--- config.mk ---
export PLATFORM = sky130hd
export DESIGN_NAME = frac_clk_div
export DESIGN_NICKNAME = d
export VERILOG_FILES = /design/src/rtl/frac_clk_div.sv
export SDC_FILE = /design/constraint.sdc
export NUM_CORES = 1
export LEC_CHECK = 0
export ABC_AREA = 1
export ABC_CLOCK_PERIOD_IN_PS = 5800
export BUFFER_PORTS_ARGS = -buffer_cell sky130_fd_sc_hd__buf_4
export CAP_MARGIN = 20
export CORE_MARGIN = 4
export CORE_UTILIZATION = 45
export CTS_CLUSTER_SIZE = 25
export DETAILED_ROUTE_END_ITERATION = 8
export GPL_TIMING_DRIVEN = 0
export PLACE_DENSITY = 0.77
export SETUP_SLACK_MARGIN = 0.3
export SYNTH_ARGS = -nofsm -noshare
export SYNTH_HDL_FRONTEND = slang
export SYNTH_SLANG_ARGS = --single-unit
--- constraint.sdc ---
create_clock -name clk_in -period 5.8 [get_ports clk_in]
set_input_delay 1.16 -clock clk_in [delete_from_list [all_inputs] [get_ports clk_in]]
set_output_delay 1.16 -clock clk_in [all_outputs]
set_load 0.02 [all_outputs]
--- src/rtl/frac_clk_div.sv ---
`default_nettype none
// ============================================================================
//  Module      : frac_clk_div
//  Description : Runtime-programmable fractional clock divider. Produces an
//                output clock whose average period is INT + NUM/DEN input
//                cycles. Each period is INT or INT+1 cycles long, chosen by a
//                first-order accumulator, so long and short periods are spread
//                evenly. A per-period strobe marks the last cycle of each
//                period. New settings arrive through a valid/ready handshake
//                and take effect at the next period boundary.
//  Revision    : 1.0  initial release
// ============================================================================
module frac_clk_div #(
    parameter int INT_W   = 8,
    parameter int FRAC_W  = 8,
    parameter int DEF_INT = 8,
    parameter int DEF_NUM = 7,
    parameter int DEF_DEN = 10
) (
    input  logic              clk_in,
    input  logic              rst,
    input  logic              en,
    input  logic              cfg_valid,
    output logic              cfg_ready,
    input  logic [INT_W-1:0]  cfg_int,
    input  logic [FRAC_W-1:0] cfg_num,
    input  logic [FRAC_W-1:0] cfg_den,
    output logic              cfg_err,
    output logic              clk_out,
    output logic              clk_pulse,
    output logic [INT_W:0]    cur_len
);

    // Reset state equals one start step applied from an empty accumulator
    // using the default configuration.
    localparam logic [FRAC_W:0] c_RST_SUM   = (FRAC_W+1)'(DEF_NUM);
    localparam logic            c_RST_CARRY = (c_RST_SUM >= (FRAC_W+1)'(DEF_DEN));
    localparam logic [INT_W:0]  c_RST_LEN   = (INT_W+1)'(DEF_INT) + (INT_W+1)'(c_RST_CARRY);
    localparam logic [FRAC_W-1:0] c_RST_ACC = c_RST_CARRY ? FRAC_W'(DEF_NUM - DEF_DEN)
                                                          : FRAC_W'(DEF_NUM);
    localparam logic [INT_W:0]  c_LEN_ONE   = (INT_W+1)'(1);

    // Active and shadow configuration
    logic [INT_W-1:0]  r_act_int;
    logic [FRAC_W-1:0] r_act_num;
    logic [FRAC_W-1:0] r_act_den;
    logic [INT_W-1:0]  r_sh_int;
    logic [FRAC_W-1:0] r_sh_num;
    logic [FRAC_W-1:0] r_sh_den;
    logic              r_pending;

    // Period generator state
    logic [INT_W:0]    r_cnt;
    logic [INT_W:0]    r_len;
    logic [FRAC_W-1:0] r_acc;
    logic              r_clk_out;
    logic              r_pulse;
    logic              r_err;

    // Combinational next-state terms
    logic              w_last;
    logic              w_apply;
    logic              w_accept;
    logic              w_legal;
    logic [INT_W-1:0]  w_use_int;
    logic [FRAC_W-1:0] w_use_num;
    logic [FRAC_W-1:0] w_use_den;
    logic [FRAC_W-1:0] w_seed;
    logic [FRAC_W:0]   w_sum;
    logic [FRAC_W:0]   w_diff;
    logic [INT_W:0]    w_step_len;
    logic [FRAC_W-1:0] w_step_acc;
    logic [INT_W:0]    w_cnt_nxt;
    logic [INT_W:0]    w_len_nxt;
    logic [FRAC_W-1:0] w_acc_nxt;
    logic              w_out_nxt;
    logic              w_pulse_nxt;

    // Handshake qualification: accept only when nothing is pending, and vet
    // the offered values before they may reach the shadow registers.
    always_comb begin
        w_accept = cfg_valid && !r_pending;
        w_legal  = (cfg_int >= INT_W'(2)) && (cfg_den != '0) && (cfg_num < cfg_den);
    end

    // Start step: choose the configuration and accumulator seed, then decide
    // between a short (INT) and long (INT+1) period.
    always_comb begin
        w_last    = (r_cnt == (r_len - c_LEN_ONE));
        w_apply   = r_pending && (!en || w_last);
        w_use_int = w_apply ? r_sh_int : r_act_int;
        w_use_num = w_apply ? r_sh_num : r_act_num;
        w_use_den = w_apply ? r_sh_den : r_act_den;
        // A new sequence (disabled or freshly applied) starts from acc=0
        w_seed    = (!en || w_apply) ? '0 : r_acc;
        w_sum     = {1'b0, w_seed} + {1'b0, w_use_num};
        w_diff    = w_sum - {1'b0, w_use_den};
        if (w_sum >= {1'b0, w_use_den}) begin
            w_step_len = {1'b0, w_use_int} + c_LEN_ONE;
            w_step_acc = w_diff[FRAC_W-1:0];
        end else begin
            w_step_len = {1'b0, w_use_int};
            w_step_acc = w_sum[FRAC_W-1:0];
        end
    end

    // Counter advance; outputs are derived from the next state so the
    // registered clk_out/clk_pulse line up with the registered count.
    always_comb begin
        w_cnt_nxt = r_cnt + c_LEN_ONE;
        w_len_nxt = r_len;
        w_acc_nxt = r_acc;
        if (!en || w_last) begin
            w_cnt_nxt = '0;
            w_len_nxt = w_step_len;
            w_acc_nxt = w_step_acc;
        end
        w_out_nxt   = en && (w_cnt_nxt >= (w_len_nxt >> 1));
        w_pulse_nxt = en && (w_cnt_nxt == (w_len_nxt - c_LEN_ONE));
    end

    // Period generator registers
    always_ff @(posedge clk_in) begin
        if (rst) begin
            r_cnt     <= '0;
            r_len     <= c_RST_LEN;
            r_acc     <= c_RST_ACC;
            r_clk_out <= 1'b0;
            r_pulse   <= 1'b0;
        end else begin
            r_cnt     <= w_cnt_nxt;
            r_len     <= w_len_nxt;
            r_acc     <= w_acc_nxt;
            r_clk_out <= w_out_nxt;
            r_pulse   <= w_pulse_nxt;
        end
    end

    // Configuration registers: shadow capture, apply at boundary, error pulse
    always_ff @(posedge clk_in) begin
        if (rst) begin
            r_act_int <= INT_W'(DEF_INT);
            r_act_num <= FRAC_W'(DEF_NUM);
            r_act_den <= FRAC_W'(DEF_DEN);
            r_sh_int  <= '0;
            r_sh_num  <= '0;
            r_sh_den  <= '0;
            r_pending <= 1'b0;
            r_err     <= 1'b0;
        end else begin
            r_err <= w_accept && !w_legal;
            if (w_apply) begin
                r_act_int <= r_sh_int;
                r_act_num <= r_sh_num;
                r_act_den <= r_sh_den;
            end
            // Accept and apply are exclusive: accept needs pending=0
            if (w_accept && w_legal) begin
                r_sh_int  <= cfg_int;
                r_sh_num  <= cfg_num;
                r_sh_den  <= cfg_den;
                r_pending <= 1'b1;
            end else if (w_apply) begin
                r_pending <= 1'b0;
            end
        end
    end

    assign cfg_ready = !r_pending;
    assign cfg_err   = r_err;
    assign clk_out   = r_clk_out;
    assign clk_pulse = r_pulse;
    assign cur_len   = r_len;

endmodule
`default_nettype wire

==> results of run 1 <==
stage by stage:
stage	util, %	hold slack, ps	power (mW)	cell area (µm²)	std cells
floorplan	-	420	1.26	5200	756
global placement	51.7	438	1.42	5670	936
detailed placement	51.7	444	1.44	5670	936
CTS	57.5	455	2.28	6310	985
global route	60.9	479	2.69	6690	1005
finish	60.9	451	2.55	6690	1005
worst max-delay path, delay by kind of cell, from the launching register on:
family / cells / cell delay [ps]
AO/OA/AOI/OAI: 11 / 1580
flip-flops: 1 / 360
XOR/XNOR: 2 / 290
adder cells (fa/ha/maj): 5 / 1330
AND/OR/NAND/NOR: 15 / 1460
buffers and inverters: 8 / 660
cell type report:
cell class	count	area (µm²)
clock buffers	10	239
clock inverters	6	68.8
repair buffers	93	706
fillers	981	4290
inverters	128	498
multi-input cells	525	3290
flip-flops and latches	78	1570
well taps	140	175
plain buffers	25	149
power by group through the flow:
stage | sequential (mW) | combinational (mW) | clock (mW)
floorplan | 0.629 | 0.635 | 0
detailed placement | 0.628 | 0.813 | 0
global placement | 0.626 | 0.799 | 0
global route | 0.622 | 1.45 | 0.618
CTS | 0.615 | 1.07 | 0.593
finish | 0.617 | 1.35 | 0.588
layout by cell type, fill, tap and decap left out, drive strengths merged, types with 2 or more instances in the layout:
master / netlist / final
clkinv: 3 / 4
ha: 35 / 35
inv: 125 / 128
o21ai: 47 / 47
a21o: 2 / 2
xor2: 12 / 12
buf: 8 / 102
clkbuf: 17 / 26
nand4: 8 / 8
nand3: 68 / 68
nor2: 83 / 83
a31oi: 7 / 7
or2: 2 / 2
a21boi: 2 / 2
nor4: 4 / 4
o21bai: 3 / 3
nand2: 168 / 168
fa: 2 / 2
xnor2: 7 / 7
a21oi: 47 / 47
o21a: 7 / 7
dfxtp: 78 / 78
nor3: 7 / 7
o211ai: 8 / 8
nand3b: 3 / 3
flip-flops by register name, indices dropped and copies added, names as in the netlist:
name,flops
r_pending,1
clk_out,1
r_sh_num,8
r_sh_int,8
r_acc,8
clk_pulse,1
cur_len,9
cfg_err,1
r_act_den,8
r_cnt,9
r_act_num,8
r_act_int,8
r_sh_den,8
worst max path at each step:
stage	startpoint	to	slack, ps	cells after the start
final	cur_len[0]$_SDFF_PP0_	clk_out$_SDFF_PP0_	-20	41
after global routing	cur_len[1]$_SDFF_PP0_	clk_out$_SDFF_PP0_	-380	43
after CTS	cur_len[1]$_SDFF_PP0_	clk_out$_SDFF_PP0_	130	41
after detailed placement	en	clk_out$_SDFF_PP0_	-430	35
after global placement	en	clk_out$_SDFF_PP0_	-400	35
after floorplan	cur_len[0]$_SDFF_PP0_	clk_out$_SDFF_PP0_	310	45
per-layer routing:
metal  global-route usage (%)  vias up  wire length (µm)
met5                        0        -                 0
met4                     8.16        0               548
met3                     3.01       52               564
met2                     36.2      146              7080
met1                     26.4     2387              6070
li1                         -     2632                 -
timing repair:
| item | CTS | global route |
|---|---|---|
| setup endpoints to repair | 2 | 3 |
| hold buffers | 0 | 0 |
| setup buffers | 33 | 20 |
| hold endpoints to repair | 0 | 0 |
| resized for setup | 25 | 47 |
| pin swaps | 34 | 48 |
cell families (layout without fill, tap and decap cells):
group,after synthesis,after routing,share of synthesized area (%)
simple gates,343,343,31.1
buf+inv,153,262,11.6
compound gates,126,126,14.0
flops,78,78,30.6
fa+ha+maj,37,37,9.37
xor+xnor,19,19,3.26
==> results.txt, run 1 <==
The maximum clock rate is 172 MHz. The kind of start point of the critical path was a flop. Setup repair after global routing could not meet its margin everywhere.

Dividing the detail-routed wire length by the instance count gives 14.2 µm. The logs give 0 for the final hold violation count and -20.2 ps for the least setup slack across all paths after layout. The worst hold path passes through 2 cells. In this run the number of H-tree levels came out at 3. The first global-routing pass estimated 22400 µm of wire.

The tools report the startpoint of the lowest-slack register-to-register path as cur_len[0]$_SDFF_PP0_. The worst-case hold path end point is r_sh_num[3]$_SDFFE_PP0P_. Clock tree root buffer cell: clkbuf_16. VDD sags by at most 0.000278 V.

At the worst endpoint, the required time is 6010 ps. The die span in y came out at 114 µm. Counting I/O delays and the setup requirement, the final critical path takes 5820 ps.

The post-CTS clock slew at the launch and capture registers of the worst setup and hold paths was 60 ps. The number of enable flip-flop cells after synthesis works out to 0. The startpoint identified for the worst hold timing path is r_sh_num[3]$_SDFFE_PP0P_.

The final number of setup-violating endpoints was 1; the leftover overflow at the end of global routing was 0. In the final layout, the share of cells above drive strength 1 is 25.7%. Cell taking the most area after synthesis: dfxtp_1. The count of antenna-violating nets left after detailed routing is 0, and the detailed-routing iteration count for the pre-antenna-repair pass is 7. The run gives 0 as the count of max-cap constraint violations.

STA classifies the critical path endpoint as a flop. Number of placed I/O pins: 41. Reg-to-reg endpoint: clk_out$_SDFF_PP0_. The run gives -20.2 ps as the final setup TNS. The number of buffers inserted by port buffering came out at 40. The commonest cells after synthesis are nand2_1 (152), inv_1 (120), dfxtp_1 (78). Between clock sinks in the finished design, the worst skew comes to 11.5 ps. Among all stages on the critical path, the largest delay is contributed by fa_2. The critical path start-end classification was reg -> reg. At the pin with the least slew margin, the transition time is 744 ps. The share of total power dissipated in the clock network is 23.0%. On the worst path, the slowest cell contributes a delay of 410 ps.

Counting cells, the worst reg-to-reg path comes to 41. For the routability congestion estimate from global placement, the log shows 0.884. The min-delay analysis places its worst path in the category reg -> reg. Global routing used 21.0% of the available tracks. The via count of the first global-routing pass is 4911, and the leakage power figure is 3.21 nW. The number of clock buffers added by TritonCTS is 9.

In this run the worst path has a maximum fanout of 6. Net switching is 38.4% of the power. In the routed design, unresolved DRC markers number 0. Synthesis produced 756 cells.

Entering global routing, the biggest net connects 15 pins. The setup check on the worst reg-to-reg path leaves a slack of -20 ps. The source-to-sink clock delay at the later pin of the worst-skew pair is 340 ps, and the power per cell area is 382 nW/µm². The part of the cycle the worst path needs was 100%. The iteration-0 DRC count of the detailed router came out at 363. Internal power comes to 1.57 mW. Before CTS, the worst setup slack after placement is -435 ps. The number of cell rows came out at 38. The synthesized design devotes to its leading area cell type 30.6% of total area.

The floorplan step defined a die boundary enclosing 13100 µm². For this run, the leading register cell type out of synthesis is dfxtp_1. Per report_power, the combinational group accounts for 52.8% of the total.

The Yosys step of the flow raised 0 warnings. TritonCTS built the clock tree. Most frequent cell after synthesis: nand2_1. The routed via count divided by cell count was 5.19; the relative slew slack was 50.4%.

Counting every sink on the clock net gives 78. After synthesis, the mean cell area works out to 6.75 µm². Of the total power, registers draw 24.2%. In this run, synthesis produced a sequential element count of 78. The number of nets in the final layout came out at 925. For this run, the register share of the synthesized area comes to 30.6%. In the post-synthesis netlist, the biggest area contributors are dfxtp_1 (31%), nand2_1 (11%), inv_1 (8.8%). The run finished, with violations left.

The die boundary width is 114 µm. The synthesis-to-layout area growth is 31.1%. The repair_antennas step left the layout with diodes totalling 0. The number of different library cells used by synthesis comes to 40. The routed layout has 5217 vias. The HPWL after detailed placement was 9500 µm; the area of the mapped netlist was 5100 µm². The routed design has 14300 µm of wire.

For the final count of pins violating max slew, the log shows 0. The run gives 0 as the number of antenna violations at the first check in global routing. Counting along the longest clock path gives a buffer depth of 2. For this design the total switching power over the nets is 981 µW. The fraction of synthesis flops using an asynchronous set or reset pin came out at 0%. The number of nets in the synthesized netlist is 821. The checks that failed: setup timing. Once the floorplan was initialized, standard cells occupied 46.5% of the core. The region available for standard cell placement spans 11000 µm². For the critical path arrival, the log shows 6030 ps.
Note: power is estimated with default switching activity, not from simulation.
==> inputs of run 2 (changes only) <==
Settings changed: ABC_AREA 1 to unset.
==> run 2 against run 1 <==
The flow still finishes with violations (setup timing). Non-clock buffer count increased by 32. Largest cell class unchanged. Via count is 3.6% higher. Sequential power down 1%. Setup slack worse by 1100 ps.
==> results.txt, run 2 <==
For the maximum root-to-sink buffer count, the log shows 2. Number of cells traversed by the worst hold path: 1. Among the stages of the critical path, the cell type that occurs most often is a21oi_2. After detailed placement, the total cell area comes to 5710 µm².

From bottom edge to top edge, the die measures 115 µm. The synthesized instance count is 591. The die outline area was 13300 µm²; the synthesized area per cell was 8.74 µm². The largest net degree at the start of global routing was 14; the number of cell rows was 38.

Summing over every cut layer, the via total after detailed routing is 5406. The first global-routing pass estimated 27200 µm of wire. The library cell used most frequently in the layout, excluding fill and tap cells, is buf_4. The final hold violation count is 0. The tools report the starting utilization of the core area as 46.8%. TritonCTS built the clock tree. Along the worst path, the maximum fanout reaches 6. The delay of the slowest cell on the worst path works out to 550 ps. At the end of routability-driven placement, the weighted congestion stood at 0.915. Summing every instance area after synthesis gives 5170 µm².

The number of placed I/O pins came out at 41. The worst setup path is launched from a flop. The slowest stage of the critical path belongs to the cell or4_4. In the routed layout, each cell is associated on average with a via count of 6.21. Once layout is done, the placed cells without fillers occupy 7220 µm². At the end of the flow, the number of nets in the layout was 791. The logic depth of the worst register-to-register path works out to 36.

Fraction of final layout cells sized beyond drive strength 1: 33.5%. The logs give 0 for the final count of pins violating max slew and 18600 µm for the final routed wirelength across all metal layers. For this run, the number of Yosys warnings is 0. The endpoint identified for the worst register-to-register timing path is clk_out$_SDFF_PP0_.

STA puts the critical path data required time at 6040 ps. Of the post-synthesis cell area, the dominant cell type holds 30.2%. The type of the most critical hold path was reg -> reg. The average wire per cell in the routed design works out to 21.4 µm. The run finished, with violations left. Worst-case hold path end point: r_acc[0]$_SDFFE_PP1N_. The critical path arrival is 7180 ps, and the overall power after layout is 2.56 mW. By count the netlist is led by dfxtp_1 (78), nor2_1 (75), mux2i_1 (42).

The top cell types in the final layout, fill and taps aside, are buf_4 (85), dfxtp_1 (75), nor2_1 (69), mux2i_1 (40), buf_6 (39). The startpoint identified for the worst hold timing path is r_acc[0]$_SDFFE_PP1N_. Setup slack on the worst reg-to-reg path comes out at -1140 ps. The number of buffers inserted by port buffering is 39, and the power per cell area is 354 nW/µm². The worst-case vdd ir drop came out at 0.000179 V. In the post-synthesis netlist, the cell with the most instances is dfxtp_1.

For this run, asynchronously set or reset flops after synthesis account for 0%. The clock tree root buffer cell is clkbuf_16. For the maximum clock rate, the log shows 144 MHz. The clock reaches the later pin of the worst-skew pair after 350 ps. Setup repair after global routing could not meet its margin everywhere. Counting distinct cell types in the post-synthesis netlist gives 71. Of the available clock period, the critical path in the final layout requires 120%.

For the via count of the first global-routing pass, the log shows 5272. The number of enable flip-flop cells after synthesis was 0. By area the synthesized netlist is led by dfxtp_1 (30%), ha_1 (8.5%), mux2i_1 (8.1%). The logs give 454 ps for the worst hold slack across all endpoints and 41.1% for the relative slew slack.

The number of antenna diodes in the final layout is 0. In this run the horizontal extent of the chip is 115 µm. For the pin with the worst max-slew slack, the measured transition is 883 ps. Max-cap violations in this run came to 0. The run gives 10300 µm as the HPWL after detailed placement. The least setup slack across all paths after layout was -1140 ps. The checks that failed: setup timing. Clock tree synthesis inserted a total of 9 buffers.

For this run, design rule violations remaining after detail routing come to 0. In this run, the number of DRC markers left after iteration 0 of detailed routing was 532. Post-CTS clock slew at the launch and capture registers of the worst setup and hold paths: 60 ps. The count of nets left with antenna violations once routing finished came out at 0.

The clock skew after layout is 11.5 ps, and the time the final worst path needs with I/O delays and setup is 6940 ps. In the synthesized netlist the dominant register cell turns out to be dfxtp_1. For the share of the core filled with cells in the final layout, the log shows 65.4%. The synthesized flop and latch total is 78.

Critical path start-end classification: reg -> reg. The leftover overflow at the end of global routing is 0. After floorplanning, the core was sized to cover 11000 µm². The type of element capturing the critical path was a flop.

The sink count of the clock tree is 78. Of all cell types, the one taking the most synthesized area is dfxtp_1. From synthesis to final layout, the design area changed by 39.7%. Sequential elements use 30.2% of the synthesized area. The first detailed-routing pass ran for 5 iterations.

In this run the static leakage power is 3.09 nW. The number of antenna violations at the first check in global routing was 0. The tools report the startpoint of the lowest-slack register-to-register path as cur_len[0]$_SDFF_PP0_. The final number of setup-violating endpoints was 15; the number of nets in the synthesized netlist was 656. Global routing consumed, over all layers together, 26.2% of the routing resources. The tools report the number of levels the H-tree was split into as 3.
-- run 2: layer usage --
layer / vias up / track usage (%) / share of wire (%)
met5: - / 0 / 0
met4: 0 / 15.5 / 7.5
met3: 128 / 6.11 / 7.9
met2: 346 / 43.0 / 47
met1: 2529 / 31.1 / 38
li1: 2403 / - / -
-- run 2: worst max-delay path, delay by kind of cell, from the launching register on --
| kind | cells | cell delay, ps |
|---|---|---|
| AO/OA/AOI/OAI | 19 | 3210 |
| multiplexers | 1 | 340 |
| AND/OR/NAND/NOR | 9 | 1610 |
| adder cells (fa/ha/maj) | 3 | 870 |
| flip-flops | 1 | 350 |
| XOR/XNOR | 1 | 90 |
| buffers and inverters | 3 | 360 |
-- run 2: power breakdown --
part           switching, mW  internal, mW
clock network          0.241         0.316
registers             0.0295         0.578
logic                  0.720         0.673
total                  0.990          1.57
-- run 2: timing repair --
item,4_1_cts,5_1_grt
pin swaps,38,30
hold buffers,0,0
setup buffers,64,20
setup endpoints to repair,19,19
gates cloned,1,0
resized for setup,76,57
-- run 2: through the flow --
step	setup TNS (ps)	std cells	setup WS, ps
floorplan	-1230	591	-661
CTS	-4170	851	-1030
detailed placement	-8210	770	-1590
global route	-7710	871	-1350
finish	-5540	871	-1140
global placement	-6440	770	-1470
-- run 2: final cells by class --
type	count	area [µm²]
repair buffers	124	1080
inverters	22	82.6
plain buffers	26	124
multi-input cells	465	3890
clock buffers	11	254
fillers	790	3810
flip-flops and latches	78	1570
clock inverters	5	32.5
well taps	140	175
-- run 2: kinds of logic (layout without fill, tap and decap cells) --
family                   count (synthesis)  count (layout)  synth area share, %
AO/OA/AOI/OAI                          131             131                 19.2
flip-flops                              78              78                 30.2
buffers and inverters                   48             188                 3.63
multiplexers                            55              55                 11.2
AND/OR/NAND/NOR                        204             204                 19.8
adder cells (fa/ha/maj)                 37              37                 9.25
XOR/XNOR                                38              38                 6.71
-- run 2: worst max path at each step --
| stage | startpoint | end | cells after the start |
|---|---|---|---|
| 2_1_floorplan | cur_len[0]$_SDFF_PP0_ | clk_out$_SDFF_PP0_ | 33 |
| 3_3_place_gp | cur_len[0]$_SDFF_PP0_ | clk_out$_SDFF_PP0_ | 27 |
| 3_5_place_dp | cur_len[0]$_SDFF_PP0_ | clk_out$_SDFF_PP0_ | 29 |
| 4_1_cts | cur_len[0]$_SDFF_PP0_ | clk_out$_SDFF_PP0_ | 34 |
| 5_1_grt | cur_len[0]$_SDFF_PP0_ | clk_out$_SDFF_PP0_ | 36 |
| 6_report | cur_len[0]$_SDFF_PP0_ | clk_out$_SDFF_PP0_ | 36 |
==> inputs of run 3 (changes only) <==
Settings changed: MAX_ROUTING_LAYER set to met4.
==> run 3 against run 2 <==
Fmax increased by 1.3%. Critical path depth shrank 2. Sequential cell count did not move. Non-clock buffer count shrank 34. Highest routed layer unchanged. Clock skew down 1.9 ps. The flow still finishes with violations (setup timing). Die area stayed put. Combinational power decreased by 10%. Largest power group unchanged. Power decreased by 5.8%.
==> results.txt, run 3 (same netlist as run 2, synthesis figures left out) <==
The run finished, with violations left. The final reports fail on setup timing. Total via count in the routed design: 4999. The critical path arrival was 7090 ps.

Setup repair after global routing could not meet its margin everywhere. The logs give 0 for the number of antenna violations at the first check in global routing and 2 for the maximum root-to-sink buffer count. In this run the horizontal extent of the chip is 115 µm. STA classifies the critical path startpoint as a flop.

The worst-case vdd ir drop is 0.000244 V, and the power per cell area is 353 nW/µm². For this design the top-level I/O count stands at 41. On the final layout, the worst hold slack is 465 ps.

HPWL after detailed placement: 10300 µm. After global routing the overflow that remains totals 0. The multi-input combinational cells in the finished layout cover a total of 3840 µm². For this design, the CTS-stage hold fixing added 0 buffers.

On the critical path the largest part of the delay comes from compound AO/OA/AOI/OAI gates. The part of the cycle the worst path needs was 118%; the number of standard cells in the final layout excluding fillers was 835. The tool flagged a number of max-cap violations equal to 0. The first TritonRoute pass finished after 5 iterations. For the source-to-sink clock delay at the later pin of the worst-skew pair, the log shows 350 ps. The final routed wirelength across all metal layers is 15800 µm.

Summed over all nets, the switching power comes to 916 µW. The number of levels the H-tree was split into is 3, and the count of antenna-violating nets left after detailed routing is 0. Setup violations remaining at the end of the flow were counted as 5. Combined buffer and inverter count along the critical path: 3.

After clock tree synthesis, the clock-pin slew on the worst setup and hold paths is 60 ps. The run gives 0 as the DRC violation count after routing. The logs give 52.1% for the combinational cell fraction of total power and -1640 ps for the setup slack after placement.

The initialized floorplan defines 38 standard-cell rows. Leakage power figure: 2.87 nW. Net switching is 38.1% of the power. The core region is 11000 µm². Type of the most critical hold path: reg -> reg.

After the first detailed-routing iteration, the DRC count stood at 403. TritonCTS built the clock tree. Buffers placed on the I/O ports in this run total 39. The die covers 13300 µm².

The final hold violation count is 0, and the routed via count divided by cell count is 5.99. Most prevalent standard cell on the critical path: a21oi_2. The CTS buffer count was 9. The tools report the clock tree root buffer cell as clkbuf_16.

The global-route wire length before repair came out at 24600 µm. For the relative slew slack, the log shows 40.5%. For the final setup TNS, the log shows -2570 ps.

The library cells used most frequently in the layout, excluding fill and tap cells, are buf_4 (79), dfxtp_1 (75), nor2_1 (68), mux2i_1 (40), ha_1 (30). The slowest stage of the critical path is the or4_4 cell. The clock drives 78 sinks. Measured along the y axis, the die boundary spans 115 µm. Measured on the finished design, the core utilization comes to 61.9%. The maximum clock rate is 146 MHz, and the largest net degree at the start of global routing is 13. The storage element area came out at 1570 µm². The share of total power dissipated in the clock network is 22.7%. The critical-path maximum fanout was 6. In this design, the stage delay of the slowest critical-path cell is 520 ps.

After detailed routing, the average wire length per cell comes to 18.9 µm. The run gives 0.892 as the routability congestion estimate from global placement. The diode insertion count for antenna repair is 0. Registers are responsible for 25.3% of the overall power. At the pin with the least slew margin, the transition time is 890 ps.

The finished cells cover 6820 µm². In the final layout, the share of cells above drive strength 1 is 28.8%. The most common library cell in the layout ignoring fill and taps was buf_4. Starting utilization of the core area: 46.8%.

The worst path in the final design needs a cycle of 6860 ps, including I/O delays and setup. For the final count of pins violating max slew, the log shows 0. The worst path required time came out at 6040 ps.

The overall power after layout is 2.41 mW. The synthesis-to-layout area growth came out at 32.1%. Once placement finished, the instance area stood at 5710 µm². The clock arrives with 9.62 ps of skew.

The least setup slack across all paths after layout was -1060 ps; the final-layout fill cell count was 866. Cell internal power was estimated by the tool at 1.49 mW. The worst setup path is of the reg -> reg kind.

The number of placed instances, taps included, is 770. The worst setup path is captured at a flop. The logs give 5095 for the via count of the first global-routing pass and 24.1% for the total routing resource utilization after global routing.

The tools report the number of nets in the final layout as 757.
==> run 3: routing by layer <==
| layer | global-route usage [%] | wire (µm) |
|---|---|---|
| met5 | - | 0 |
| met4 | 11.3 | 541 |
| met3 | 4.42 | 996 |
| met2 | 40.2 | 7900 |
| met1 | 28.0 | 6350 |
==> run 3: path summary, 6_finish.rpt <==
check	startpoint	end	slack, ps	depth (start not counted)
hold reg to reg	r_acc[0]$_SDFFE_PP1N_	r_acc[0]$_SDFFE_PP1N_	460	1
setup reg to reg	cur_len[0]$_SDFF_PP0_	clk_out$_SDFF_PP0_	-1060	34
hold / removal	r_acc[0]$_SDFFE_PP1N_	r_acc[0]$_SDFFE_PP1N_	460	1
setup / recovery	cur_len[0]$_SDFF_PP0_	clk_out$_SDFF_PP0_	-1060	34
==> run 3: area by class of cell <==
cell class                 count  area share, %
clock inverter                 3          0.275
sequential                    78           23.0
inverter                      22           1.21
buffer                        26           1.80
clock buffer                  11           3.87
timing repair buffer          90           10.9
tap                          140           2.57
multi-input combinational    465           56.3
==> run 3: power groups by stage <==
stage | Clock [mW] | Sequential, mW | Combinational, mW
3_3_place_gp | 0 | 0.618 | 0.789
5_1_grt | 0.571 | 0.612 | 1.34
3_5_place_dp | 0 | 0.619 | 0.809
4_1_cts | 0.552 | 0.609 | 1.13
2_1_floorplan | 0 | 0.617 | 0.626
6_report | 0.546 | 0.608 | 1.25
==> run 3: timing repair <==
action | CTS | global route
resized for setup | 62 | 29
buffers inserted | 37 | 14
endpoints found under the setup margin | 19 | 19
pin swaps | 37 | 28
